File: config.mk
export PLATFORM = sky130hd
export DESIGN_NAME = alu_seq_ctrl_flat
export DESIGN_NICKNAME = d
export VERILOG_FILES = /design/src/rtl/alu_seq_pkg.sv /design/src/rtl/alu_seq_ctrl_if.sv /design/src/rtl/seq_timeout.sv /design/src/rtl/alu_seq_ctrl.sv /design/src/flat_wrapper.sv
export SDC_FILE = /design/constraint.sdc
export NUM_CORES = 1
export LEC_CHECK = 0
export CAP_MARGIN = 15
export CORE_UTILIZATION = 43
export DETAILED_ROUTE_END_ITERATION = 12
export PLACE_DENSITY_LB_ADDON = 0.08
export SLEW_MARGIN = 20
export SYNTH_ARGS = -nofsm -noshare
export SYNTH_HDL_FRONTEND = slang
export SYNTH_SLANG_ARGS = --single-unit
File: constraint.sdc
create_clock -name clk -period 3.95 [get_ports clk]
set_input_delay 0.5925 -clock clk [delete_from_list [all_inputs] [get_ports clk]]
set_output_delay 0.5925 -clock clk [all_outputs]
set_load 0.05 [all_outputs]
File: src/rtl/alu_seq_pkg.sv
// Shared types for the ALU operand sequencer: FSM state encoding and the
// phase tags shown on the display.
package alu_seq_pkg;

    typedef enum logic [2:0] {
        LOAD_A,
        LOAD_B,
        START,
        WAIT,
        SHOW
    } state_e;

    localparam logic [3:0] PH_A = 4'hA;
    localparam logic [3:0] PH_B = 4'hB;
    localparam logic [3:0] PH_R = 4'hC;

endpackage

File: src/rtl/alu_seq_ctrl_if.sv
// Bundle between the operand sequencer and its environment (switches,
// enter strobe, external ALU and the display).
interface alu_seq_ctrl_if;

    logic        pulse;
    logic        clear;
    logic [7:0]  inputdata;
    logic [1:0]  opcode;
    logic        alu_done;
    logic [31:0] alu_result;
    logic [4:0]  alu_flags;
    logic [31:0] dataA;
    logic [31:0] dataB;
    logic [1:0]  alu_op;
    logic        alu_start;
    logic [31:0] dataR;
    logic [4:0]  flags;
    logic [3:0]  phase;
    logic [1:0]  byte_idx;
    logic        busy;
    logic        error;

    modport master (
        output pulse, clear, inputdata, opcode, alu_done, alu_result, alu_flags,
        input  dataA, dataB, alu_op, alu_start, dataR, flags, phase, byte_idx, busy, error
    );

    modport slave (
        input  pulse, clear, inputdata, opcode, alu_done, alu_result, alu_flags,
        output dataA, dataB, alu_op, alu_start, dataR, flags, phase, byte_idx, busy, error
    );

endinterface

File: src/rtl/seq_timeout.sv
// Wait-cycle counter: counts enabled cycles and flags the TIMEOUT-th one.
module seq_timeout #(
    parameter int unsigned TIMEOUT = 255
) (
    input  logic clk,
    input  logic reset,
    input  logic clear,
    input  logic enable,
    output logic expired
);

    localparam int unsigned W = (TIMEOUT > 1) ? $clog2(TIMEOUT) : 1;
    localparam logic [W-1:0] LAST = W'(TIMEOUT - 1);

    logic [W-1:0] count_q;

    // Count holds TIMEOUT-1 during the last waited cycle, so expiry lands on
    // the TIMEOUT-th clock edge after the counter was cleared.
    assign expired = enable && (count_q == LAST);

    always_ff @(posedge clk or posedge reset) begin
        if (reset) begin
            count_q <= '0;
        end else if (clear) begin
            count_q <= '0;
        end else if (enable && !expired) begin
            count_q <= count_q + W'(1);
        end
    end

endmodule

File: src/rtl/alu_seq_ctrl.sv
// Operand sequencer: loads two 32-bit operands a byte at a time, launches the
// ALU, waits for its result with a timeout, then lets the user page the result.
module alu_seq_ctrl
    import alu_seq_pkg::*;
#(
    parameter int unsigned TIMEOUT = 255
) (
    input  logic              clk,
    input  logic              reset,
    alu_seq_ctrl_if.slave     bus
);

    state_e      state_q;
    logic [31:0] data_a_q, data_b_q, data_r_q;
    logic [4:0]  flags_q;
    logic [1:0]  alu_op_q, byte_idx_q;
    logic [3:0]  phase_q;
    logic        alu_start_q, busy_q, error_q;
    logic        tmo_expired;

    seq_timeout #(
        .TIMEOUT (TIMEOUT)
    ) u_timeout (
        .clk     (clk),
        .reset   (reset),
        .clear   (bus.clear || (state_q == START)),
        .enable  (state_q == WAIT),
        .expired (tmo_expired)
    );

    always_ff @(posedge clk or posedge reset) begin
        if (reset) begin
            state_q     <= LOAD_A;
            data_a_q    <= '0;
            data_b_q    <= '0;
            data_r_q    <= '0;
            flags_q     <= '0;
            alu_op_q    <= '0;
            byte_idx_q  <= '0;
            phase_q     <= PH_A;
            alu_start_q <= 1'b0;
            busy_q      <= 1'b0;
            error_q     <= 1'b0;
        end else if (bus.clear) begin
            state_q     <= LOAD_A;
            byte_idx_q  <= '0;
            phase_q     <= PH_A;
            alu_start_q <= 1'b0;
            busy_q      <= 1'b0;
            error_q     <= 1'b0;
        end else begin
            unique case (state_q)
                LOAD_A: if (bus.pulse) begin
                    data_a_q[{byte_idx_q, 3'b000} +: 8] <= bus.inputdata;
                    byte_idx_q <= byte_idx_q + 2'd1;
                    if (byte_idx_q == 2'd3) begin
                        state_q <= LOAD_B;
                        phase_q <= PH_B;
                    end
                end
                LOAD_B: if (bus.pulse) begin
                    data_b_q[{byte_idx_q, 3'b000} +: 8] <= bus.inputdata;
                    byte_idx_q <= byte_idx_q + 2'd1;
                    if (byte_idx_q == 2'd3) begin
                        // Launch and opcode latch coincide so alu_op is stable
                        // for the whole alu_start cycle.
                        state_q     <= START;
                        phase_q     <= PH_R;
                        alu_start_q <= 1'b1;
                        alu_op_q    <= bus.opcode;
                        error_q     <= 1'b0;
                    end
                end
                START: begin
                    state_q     <= WAIT;
                    alu_start_q <= 1'b0;
                    busy_q      <= 1'b1;
                end
                WAIT: begin
                    if (bus.alu_done) begin
                        data_r_q   <= bus.alu_result;
                        flags_q    <= bus.alu_flags;
                        byte_idx_q <= '0;
                        busy_q     <= 1'b0;
                        state_q    <= SHOW;
                    end else if (tmo_expired) begin
                        data_r_q   <= '0;
                        flags_q    <= '0;
                        error_q    <= 1'b1;
                        byte_idx_q <= '0;
                        busy_q     <= 1'b0;
                        state_q    <= SHOW;
                    end
                end
                SHOW: if (bus.pulse) begin
                    byte_idx_q <= byte_idx_q + 2'd1;
                end
                default: begin
                    state_q <= LOAD_A;
                    phase_q <= PH_A;
                end
            endcase
        end
    end

    assign bus.dataA     = data_a_q;
    assign bus.dataB     = data_b_q;
    assign bus.dataR     = data_r_q;
    assign bus.flags     = flags_q;
    assign bus.alu_op    = alu_op_q;
    assign bus.alu_start = alu_start_q;
    assign bus.phase     = phase_q;
    assign bus.byte_idx  = byte_idx_q;
    assign bus.busy      = busy_q;
    assign bus.error     = error_q;

endmodule

File: src/flat_wrapper.sv
// flat-port wrapper written by rule: the top's interface ports become plain ports
module alu_seq_ctrl_flat import alu_seq_pkg::*;
#(
    parameter int unsigned TIMEOUT = 255
)
  (clk, reset, bus_pulse, bus_clear, bus_inputdata, bus_opcode, bus_alu_done, bus_alu_result, bus_alu_flags, bus_dataA, bus_dataB, bus_alu_op, bus_alu_start, bus_dataR, bus_flags, bus_phase, bus_byte_idx, bus_busy, bus_error);
  alu_seq_ctrl_if bus_i ();
  input  logic clk;
  input  logic reset;
  input wire logic [$bits(bus_i.pulse)-1:0] bus_pulse;
  input wire logic [$bits(bus_i.clear)-1:0] bus_clear;
  input wire logic [$bits(bus_i.inputdata)-1:0] bus_inputdata;
  input wire logic [$bits(bus_i.opcode)-1:0] bus_opcode;
  input wire logic [$bits(bus_i.alu_done)-1:0] bus_alu_done;
  input wire logic [$bits(bus_i.alu_result)-1:0] bus_alu_result;
  input wire logic [$bits(bus_i.alu_flags)-1:0] bus_alu_flags;
  output wire logic [$bits(bus_i.dataA)-1:0] bus_dataA;
  output wire logic [$bits(bus_i.dataB)-1:0] bus_dataB;
  output wire logic [$bits(bus_i.alu_op)-1:0] bus_alu_op;
  output wire logic [$bits(bus_i.alu_start)-1:0] bus_alu_start;
  output wire logic [$bits(bus_i.dataR)-1:0] bus_dataR;
  output wire logic [$bits(bus_i.flags)-1:0] bus_flags;
  output wire logic [$bits(bus_i.phase)-1:0] bus_phase;
  output wire logic [$bits(bus_i.byte_idx)-1:0] bus_byte_idx;
  output wire logic [$bits(bus_i.busy)-1:0] bus_busy;
  output wire logic [$bits(bus_i.error)-1:0] bus_error;
  assign bus_i.pulse = bus_pulse;
  assign bus_i.clear = bus_clear;
  assign bus_i.inputdata = bus_inputdata;
  assign bus_i.opcode = bus_opcode;
  assign bus_i.alu_done = bus_alu_done;
  assign bus_i.alu_result = bus_alu_result;
  assign bus_i.alu_flags = bus_alu_flags;
  assign bus_dataA = bus_i.dataA;
  assign bus_dataB = bus_i.dataB;
  assign bus_alu_op = bus_i.alu_op;
  assign bus_alu_start = bus_i.alu_start;
  assign bus_dataR = bus_i.dataR;
  assign bus_flags = bus_i.flags;
  assign bus_phase = bus_i.phase;
  assign bus_byte_idx = bus_i.byte_idx;
  assign bus_busy = bus_i.busy;
  assign bus_error = bus_i.error;
  alu_seq_ctrl #(.TIMEOUT(TIMEOUT)) u_core (.clk(clk), .reset(reset), .bus(bus_i));
endmodule
==> reports/metrics.yaml, run 1 <==
period_minus_slack_ns: 2.50
p_leak_nw: 3.55
reg2regPathDepth: 5
synth.distinct_cells: 50
grt_max_degree: 79
synthFlopType: "dfrtp_1"
grt_pass1_vias: 4505
overflow: 0
cpMaxStageDelayCell: "nor3b_1"
avgSynthCellArea_um2: 12.1
max_freq_mhz: 401
clockBufferDepth: 2
netlist_top_cells_count: "121 x dfrtp_1, 66 x mux2_2, 40 x and3_1"
setup_ws_ns: 1.45
drt-initial-drc-count: 269
wl_met3_um: 1000
r2r_slack_ns: 1.45
grt_usage_pct: 21.5
post-route-period-util_pct: 63.2
worstPathMaxFanout: 11
max_slew_margin_pct: 23.1
core_um2: 12900
drv_cap: 0
cp-end-kind: "flop"
die_x_um: 118
slew_viol_final: 0
max_stage_delay_ns: 0.94
timing.rr.end: "u_core.bus.dataA[22]$_DFFE_PP0P_"
worst_pin_slew_ns: 1.15
routed_wl_um: 14400
peakVddDrop_mv: 0.285
dieHeight_um: 118
synth_most_common_cell: "dfrtp_1"
placed_area_um2: 7550
placement_rows: 41
place_ws_ns: 1.19
clkLatencyLatePin_ns: 0.41
synth_largest_area_cell: "dfrtp_1"
cts_tree: "yes"
status: "finished clean"
hold_path_end: "u_core.bus.flags[3]$_DFFE_PP0P_"
num_vias: 4350
cts.sinks: 122
antenna_found_initial: 0
rsz0062_at_grt: "false"
synth_edf_count: 0
hold_depth: 1
final_area_um2: 8140
cts_made_buffers: 17
via_per_inst: 5.30
r2r-start: "u_core.bus.byte_idx[0]$_DFFE_PP0P_"
yosysWarnings: 0
yosys-top-cells-area: "dfrtp_1 52%, mux2_2 13%, a211o_1 5.6%"
ant_nets: 0
async_flop_share_pct: 100
area_growth_pct: 40.8
synth-seq-cells: 122
start_util_pct: 44.9
final.setup.tns_ns: 0
start_kind: "flop"
cp_cell_sequence: "inv_1 > ha_1 > nor3b_1 > and2_1 > mux2_2"
seq_area_frac_synth_pct: 52.8
mappedNetlistArea_um2: 5780
setup_viol: 0
grt_pass1_wl_um: 23500
cts.hold.buffers_added: 0
hold_violations: 0
worstSetupPathType: "reg2reg"
post-dp-hpwl_um: 9980
drt_pass1_iterations: 4
fin_nets: 697
wl_met2_um: 7060
synth_fp_nets: 536
top_layer_used: "met4"
hp-class: "reg2reg"
cp-startpoint: "u_core.bus.byte_idx[0]$_DFFE_PP0P_"
yosysTopAreaCellShare_pct: 52.4
required_ns: 4.30
wl_per_cell_um: 17.5
path_clk_slew_ns: 0.05
wl_met1_um: 6060
syn_inst: 476
cts_setup_buffers: 0
fin_skew_ns: 0.0106
drc: 0
drive_above_1_share_pct: 18.4
die-area_um2: 13900
antenna_cells: 0
io-pin-count: 164
gp_congestion: 0.776
cts_resized: 0
root_buffer: "clkbuf_16"
critPathArrivalTime_ns: 2.85
hold_path.startpoint: "u_core.bus.flags[3]$_DFFE_PP0P_"
portBuffers: 162
power_density_nw_per_um2: 398
cts_max_level: 4
==> cell type report <==
| class | instances | area, um^2 |
|---|---|---|
| Clock buffer | 21 | 460 |
| Clock inverter | 9 | 123 |
| Fill cell | 1023 | 4740 |
| Inverter | 8 | 32.5 |
| Multi-Input combinational cell | 319 | 2580 |
| Sequential cell | 122 | 3050 |
| Tap cell | 172 | 215 |
| Timing Repair Buffer | 169 | 1670 |
==> registers in the layout (all words and copies together), names as in the netlist, 2 cells and up <==
register                  flops
u_core.bus.dataA             32
u_core.state_q                3
u_core.bus.phase              3
u_core.bus.alu_op             2
u_core.u_timeout.count_q      8
u_core.bus.byte_idx           2
u_core.bus.flags              5
u_core.bus.dataR             32
u_core.bus.dataB             32
==> layout by cell type, fill, tap and decap left out, types with 3 or more instances in the layout <==
| cell | n |
|---|---|
| o21ai_0 | 8 |
| inv_1 | 7 |
| ha_1 | 8 |
| a21oi_1 | 5 |
| bufinv_16 | 3 |
| nand4_2 | 4 |
| mux2_2 | 66 |
| clkdlybuf4s50_1 | 162 |
| buf_4 | 7 |
| clkinv_2 | 5 |
| o2111ai_1 | 3 |
| nor2_1 | 3 |
| a211o_1 | 37 |
| and2_1 | 36 |
| and3b_1 | 3 |
| nor3b_1 | 4 |
| clkbuf_16 | 17 |
| nor2b_1 | 39 |
| nand3_2 | 4 |
| a211oi_1 | 4 |
| nand3_1 | 12 |
| nand2_1 | 7 |
| dfrtp_1 | 121 |
| and3_1 | 40 |
==> stage by stage <==
| step | std cells | utilization, % | power (mW) | hold WS, ns |
|---|---|---|---|---|
| after CTS | 820 | 63.2 | 3.27 | 0.502 |
| after global routing | 820 | 63.2 | 3.35 | 0.509 |
| after global placement | 790 | 58.7 | 1.72 | 0.482 |
| final | 820 | 63.2 | 3.24 | 0.500 |
| after detailed placement | 790 | 58.7 | 1.73 | 0.490 |
| after floorplan | 476 | - | 1.56 | 0.540 |
==> how the worst max path moves through the flow <==
stage | end | slack (ns) | cells after the start
6_report | u_core.bus.dataA[22]$_DFFE_PP0P_ | 1.45 | 5
5_1_grt | u_core.bus.dataB[22]$_DFFE_PP0P_ | 1.37 | 5
4_1_cts | u_core.bus.dataA[22]$_DFFE_PP0P_ | 1.48 | 5
3_5_place_dp | u_core.u_timeout.count_q[1]$_DFFE_PP0P_ | 1.19 | 5
3_3_place_gp | u_core.bus.dataB[6]$_DFFE_PP0P_ | 1.31 | 4
2_1_floorplan | u_core.bus.alu_op[0]$_DFFE_PP0P_ | 0.12 | 1
==> per-layer routing <==
layer,global-route usage (%),up-vias
met5,0,-
met4,7.77,0
met3,7.66,16
met2,35.7,128
met1,25.6,2147
li1,-,2059
==> critical path, delay by kind of cell (launching register included) <==
kind                       cells  cell delay [ns]
adders and majority gates      1             0.39
and+or+nand+nor                2             1.21
muxes                          1             0.15
buffers and inverters          1             0.15
DFF                            1             0.53
==> power breakdown <==
| part | total [mW] | switching [mW] | internal [mW] |
|---|---|---|---|
| clock network | 1.53 | 0.521 | 1.01 |
| registers | 1.31 | 0.0222 | 1.29 |
| logic | 0.396 | 0.244 | 0.152 |
| total | 3.24 | 0.787 | 2.45 |
==> cell families (layout without fill, tap and decap cells) <==
kind of cell | after synthesis | in the layout | synth area share (%)
fa+ha+maj | 8 | 8 | 1.73
buf+inv | 35 | 207 | 2.81
mux | 68 | 68 | 13.2
flops | 122 | 122 | 52.8
simple gates | 167 | 167 | 18.9
other cells | 1 | 1 | 0.0649
compound gates | 75 | 75 | 10.5
No activity file was read; power rests on OpenSTA's default activity.
==> run 2: changes to the inputs <==
- clock period: 3.95 -> 2.29 ns (I/O delays scaled with it)
==> run 2 against run 1 <==
Critical path depth unchanged. Global-route usage is 0.97 points higher. Critical endpoint is now u_core.bus.dataA[1]$_DFFE_PP0P_. Hold slack worse by 0.081 ns. First-iteration DRC count is 19% lower. Sequential power up 72%. Non-clock buffer count rose by 6. Clock skew shrank 0.0032 ns. Setup slack worse by 1.3 ns. Largest cell class unchanged. Largest power group unchanged. Wire length up 1.0%.
==> reports/metrics.yaml, run 2 (synthesized netlist as in run 1, its figures left out) <==
grt_pass1_vias: 4665
start_util_pct: 44.9
clkLatencyLatePin_ns: 0.42
dieHeight_um: 118
power_density_nw_per_um2: 702
cts_setup_buffers: 0
area_growth_pct: 43.8
fin_nets: 703
slew_viol_final: 0
root_buffer: "clkbuf_16"
antenna_cells: 0
status: "finished clean"
cts.sinks: 122
drt_pass1_iterations: 4
cp-startpoint: "u_core.bus.byte_idx[0]$_DFFE_PP0P_"
critPathArrivalTime_ns: 2.48
cts_tree: "yes"
cts_max_level: 4
n_fill_cell: 1036
rsz0062_at_grt: "false"
worstSetupPathType: "reg2reg"
period_minus_slack_ns: 2.12
routed_wl_um: 14500
core_um2: 12900
die-area_um2: 13900
fin_skew_ns: 0.00742
drc: 0
grt_pass1_wl_um: 24300
max_slew_margin_pct: 30.8
wl_per_cell_um: 17.5
clockBufferDepth: 2
peakVddDrop_mv: 0.588
cts_made_buffers: 17
cts.hold.buffers_added: 0
cp-end-kind: "flop"
r2r_slack_ns: 0.17
portBuffers: 162
drv_cap: 0
p_leak_nw: 3.61
grt_max_degree: 123
most-common-layout-cells: "162 x clkdlybuf4s50_1, 121 x dfrtp_1, 66 x mux2_2"
antenna_found_initial: 0
worst_pin_slew_ns: 1.04
worstPathMaxFanout: 8
path_clk_slew_ns: 0.06
final_common_cell: "clkdlybuf4s50_1"
hp-class: "in2async"
io-pin-count: 164
required_ns: 2.65
cts_resized: 0
max_freq_mhz: 471
timing.rr.end: "u_core.bus.dataA[1]$_DFFE_PP0P_"
placement_rows: 41
start_kind: "flop"
r2r-start: "u_core.bus.byte_idx[0]$_DFFE_PP0P_"
overflow: 0
post-dp-hpwl_um: 9810
via_per_inst: 5.35
reg2regPathDepth: 5
whs_ns: 0.419
ant_nets: 0
drt-initial-drc-count: 218
gp_congestion: 0.789
hold_violations: 0
grt_usage_pct: 22.5
setup_viol: 0
num_vias: 4430
drive_above_1_share_pct: 19.4
post-route-period-util_pct: 92.7
die_x_um: 118
final.setup.tns_ns: 0
run 2: per-stage QoR:
step | util [%] | worst slack, ns | instance area (um^2) | power (mW) | cells
6_report | 64.5 | 0.168 | 8310 | 5.83 | 828
5_1_grt | 64.5 | 0.0321 | 8310 | 6.04 | 828
4_1_cts | 64.3 | 0.0524 | 8280 | 5.88 | 827
3_5_place_dp | 59.4 | 0.0594 | 7640 | 2.99 | 795
3_3_place_gp | 59.4 | 0.0863 | 7640 | 2.98 | 795
2_1_floorplan | - | 0.193 | 5780 | 2.69 | 476
run 2: final cells by class:
cell class	instances	area (um^2)	area share, %
Clock buffer	22	474	5.71
Clock inverter	10	165	1.99
Inverter	8	33.8	0.407
Multi-Input combinational cell	319	2580	31.0
Sequential cell	122	3050	36.8
Tap cell	172	215	2.59
Timing Repair Buffer	175	1790	21.5
run 2: routing by layer:
| metal | global-route usage, % | wire length, um | vias up | share of wire (%) |
|---|---|---|---|---|
| li1 | - | - | 2069 | - |
| met1 | 26.4 | 6070 | 2225 | 42 |
| met2 | 37.6 | 7290 | 119 | 50 |
| met3 | 8.77 | 974 | 17 | 6.7 |
| met4 | 7.21 | 185 | 0 | 1.3 |
| met5 | 0 | 0 | - | 0 |
run 2: worst max-delay path by stage:
stage	end	slack [ns]	depth (start not counted)
after floorplan	u_core.bus.dataA[24]$_DFFE_PP0P_	0.19	5
after global placement	u_core.state_q[0]$_DFFE_PP0P_	0.09	5
after detailed placement	u_core.state_q[0]$_DFFE_PP0P_	0.06	5
after CTS	u_core.state_q[0]$_DFFE_PP0P_	0.05	5
after global routing	u_core.bus.dataA[17]$_DFFE_PP0P_	0.03	5
final	u_core.bus.dataA[1]$_DFFE_PP0P_	0.17	5
run 2: power by group:
| part | internal [mW] | switching [mW] | total, mW |
|---|---|---|---|
| logic | 0.275 | 0.426 | 0.702 |
| clock network | 1.91 | 0.972 | 2.88 |
| registers | 2.22 | 0.0332 | 2.25 |
run 2: critical path, stage by stage, from the launching register on:
cell and delay [ns]:
dfrtp_1 0.37, inv_1 0.12, ha_1 0.30, nor3b_1 0.85, and2_1 0.27, mux2_2 0.16
==> run 3: changes to the inputs <==
- SLEW_MARGIN: 20 -> 10
==> run 3 against run 2 <==
Setup slack better by 0.0010 ns. Largest power group unchanged. Highest routed layer unchanged. Design area hardly changed. Sequential share of layout area hardly changed. Core utilization hardly changed. Sequential power hardly changed. Die area stayed put. Non-clock buffer count is 1 lower. Clock-buffer cell count stayed put. Clock skew hardly changed. Register-to-register slack hardly changed. First-iteration DRC count is 2.3% lower.
==> reports/metrics.yaml, run 3 (synthesized netlist as in run 1, its figures left out) <==
dieHeight_um: 118
dp_cells: 795
p_leak_nw: 3.60
start_kind: "flop"
routed_wl_um: 14800
period_minus_slack_ns: 2.12
peakVddDrop_mv: 0.588
final_common_cell: "clkdlybuf4s50_1"
p_int_mw: 4.40
post-dp-hpwl_um: 9810
required_ns: 2.65
path_clk_slew_ns: 0.06
cts.hold.buffers_added: 0
portBuffers: 162
grt_pass1_wl_um: 24300
met3_usage_pct: 8.77
fin_skew_ns: 0.00736
placement_rows: 41
top_usage_layer: "met2"
max_slew_margin_pct: 31.6
regArea_um2: 3050
power_switching_mw: 1.44
drive_above_1_share_pct: 19.4
antenna_cells: 0
grt_pass1_vias: 4665
overflow: 0
drt-initial-drc-count: 213
worst_pin_slew_ns: 1.02
cts_tree: "yes"
hold_violations: 0
met1_usage_pct: 26.4
final_area_um2: 8300
power_density_nw_per_um2: 702
drc: 0
worstPathMaxFanout: 8
root_buffer: "clkbuf_16"
rsz0062_at_grt: "false"
via_per_inst: 5.37
p_clk_share_pct: 49.4
most-common-layout-cells: "162 x clkdlybuf4s50_1, 121 x dfrtp_1, 66 x mux2_2"
wl_per_cell_um: 17.9
antenna_found_initial: 0
status: "finished clean"
post-route-period-util_pct: 92.6
cts_made_buffers: 17
setup_viol: 0
grt_max_degree: 123
hp-class: "in2async"
n_fill_cell: 1038
p_sw_share_pct: 24.6
multi_input_area_um2: 2600
die_x_um: 118
num_vias: 4444
critPathArrivalTime_ns: 2.48
cp-end-kind: "flop"
area_growth_pct: 43.7
clockBufferDepth: 2
drv_cap: 0
p_seq_share_pct: 38.6
setup_ws_ns: 0.169
worstSetupPathType: "reg2reg"
ant_nets: 0
io-pin-count: 164
slew_viol_final: 0
start_util_pct: 44.9
place_ws_ns: 0.0594
comb_power_share_pct: 12.0
cts_max_level: 4
grt_usage_pct: 22.5
max_freq_mhz: 472
fin_nets: 703
core_um2: 12900
grtUsageMet2_pct: 37.6
clkLatencyLatePin_ns: 0.42
final.setup.tns_ns: 0
die-area_um2: 13900
fin_cells: 828
gp_congestion: 0.789
drt_pass1_iterations: 4
cts.sinks: 122
placed_area_um2: 7640
## run 3: cell count changes in the layout (fill, tap and decap cells not counted), sizes merged
cell	before	now
buf	13	12
a31oi	3	4
## run 3: path summary, 6_finish.rpt
path,startpoint,to,slack [ns],cells past startpoint
max,u_core.bus.byte_idx[0]$_DFFE_PP0P_,u_core.bus.dataA[1]$_DFFE_PP0P_,0.17,5
min,reset,u_core.bus.dataA[31]$_DFFE_PP0P_,0.41,3
max reg2reg,u_core.bus.byte_idx[0]$_DFFE_PP0P_,u_core.bus.dataA[1]$_DFFE_PP0P_,0.17,5
min reg2reg,u_core.bus.dataR[10]$_DFFE_PP0P_,u_core.bus.dataR[10]$_DFFE_PP0P_,0.49,1
max in group asynchronous,reset,u_core.bus.flags[3]$_DFFE_PP0P_,1.31,3
min in group clk,u_core.bus.dataR[10]$_DFFE_PP0P_,u_core.bus.dataR[10]$_DFFE_PP0P_,0.49,1
## run 3: area by class of cell
type | instances | area share, %
well taps | 172 | 2.59
flip-flops and latches | 122 | 36.8
clock buffers | 22 | 5.71
clock inverters | 10 | 1.99
multi-input cells | 320 | 31.3
repair buffers | 174 | 21.2
inverters | 8 | 0.407
## run 3: worst max-delay path: stages, from the launching register on
cell	delay (ns)
dfrtp_1	0.37
inv_1	0.13
ha_1	0.30
nor3b_1	0.84
and2_1	0.27
mux2_2	0.16
## run 3: metal layers
metal  wire length (um)  vias up
met5                  0        -
met4                199        0
met3               1030       19
met2               7410      133
met1               6170     2217
li1                   -     2075
## run 3: repair_timing
action / CTS / global route
resized for setup: 0 / 1
buffers inserted: 0 / 0
endpoints found under the setup margin: 0 / 37
## run 3: power groups by stage
| stage | combinational [mW] | clock (mW) | sequential (mW) |
|---|---|---|---|
| CTS | 0.706 | 2.92 | 2.25 |
| global route | 0.746 | 3.03 | 2.26 |
| floorplan | 0.195 | 0 | 2.50 |
| global placement | 0.695 | 0 | 2.29 |
| detailed placement | 0.703 | 0 | 2.29 |
| finish | 0.700 | 2.88 | 2.25 |
## run 3: stage by stage
stage	utilization, %	power (mW)	hold slack (ns)
after floorplan	-	2.69	0.494
after global placement	59.4	2.98	0.482
after detailed placement	59.4	2.99	0.490
after CTS	64.3	5.88	0.500
after global routing	64.5	6.04	0.513
final	64.5	5.83	0.413
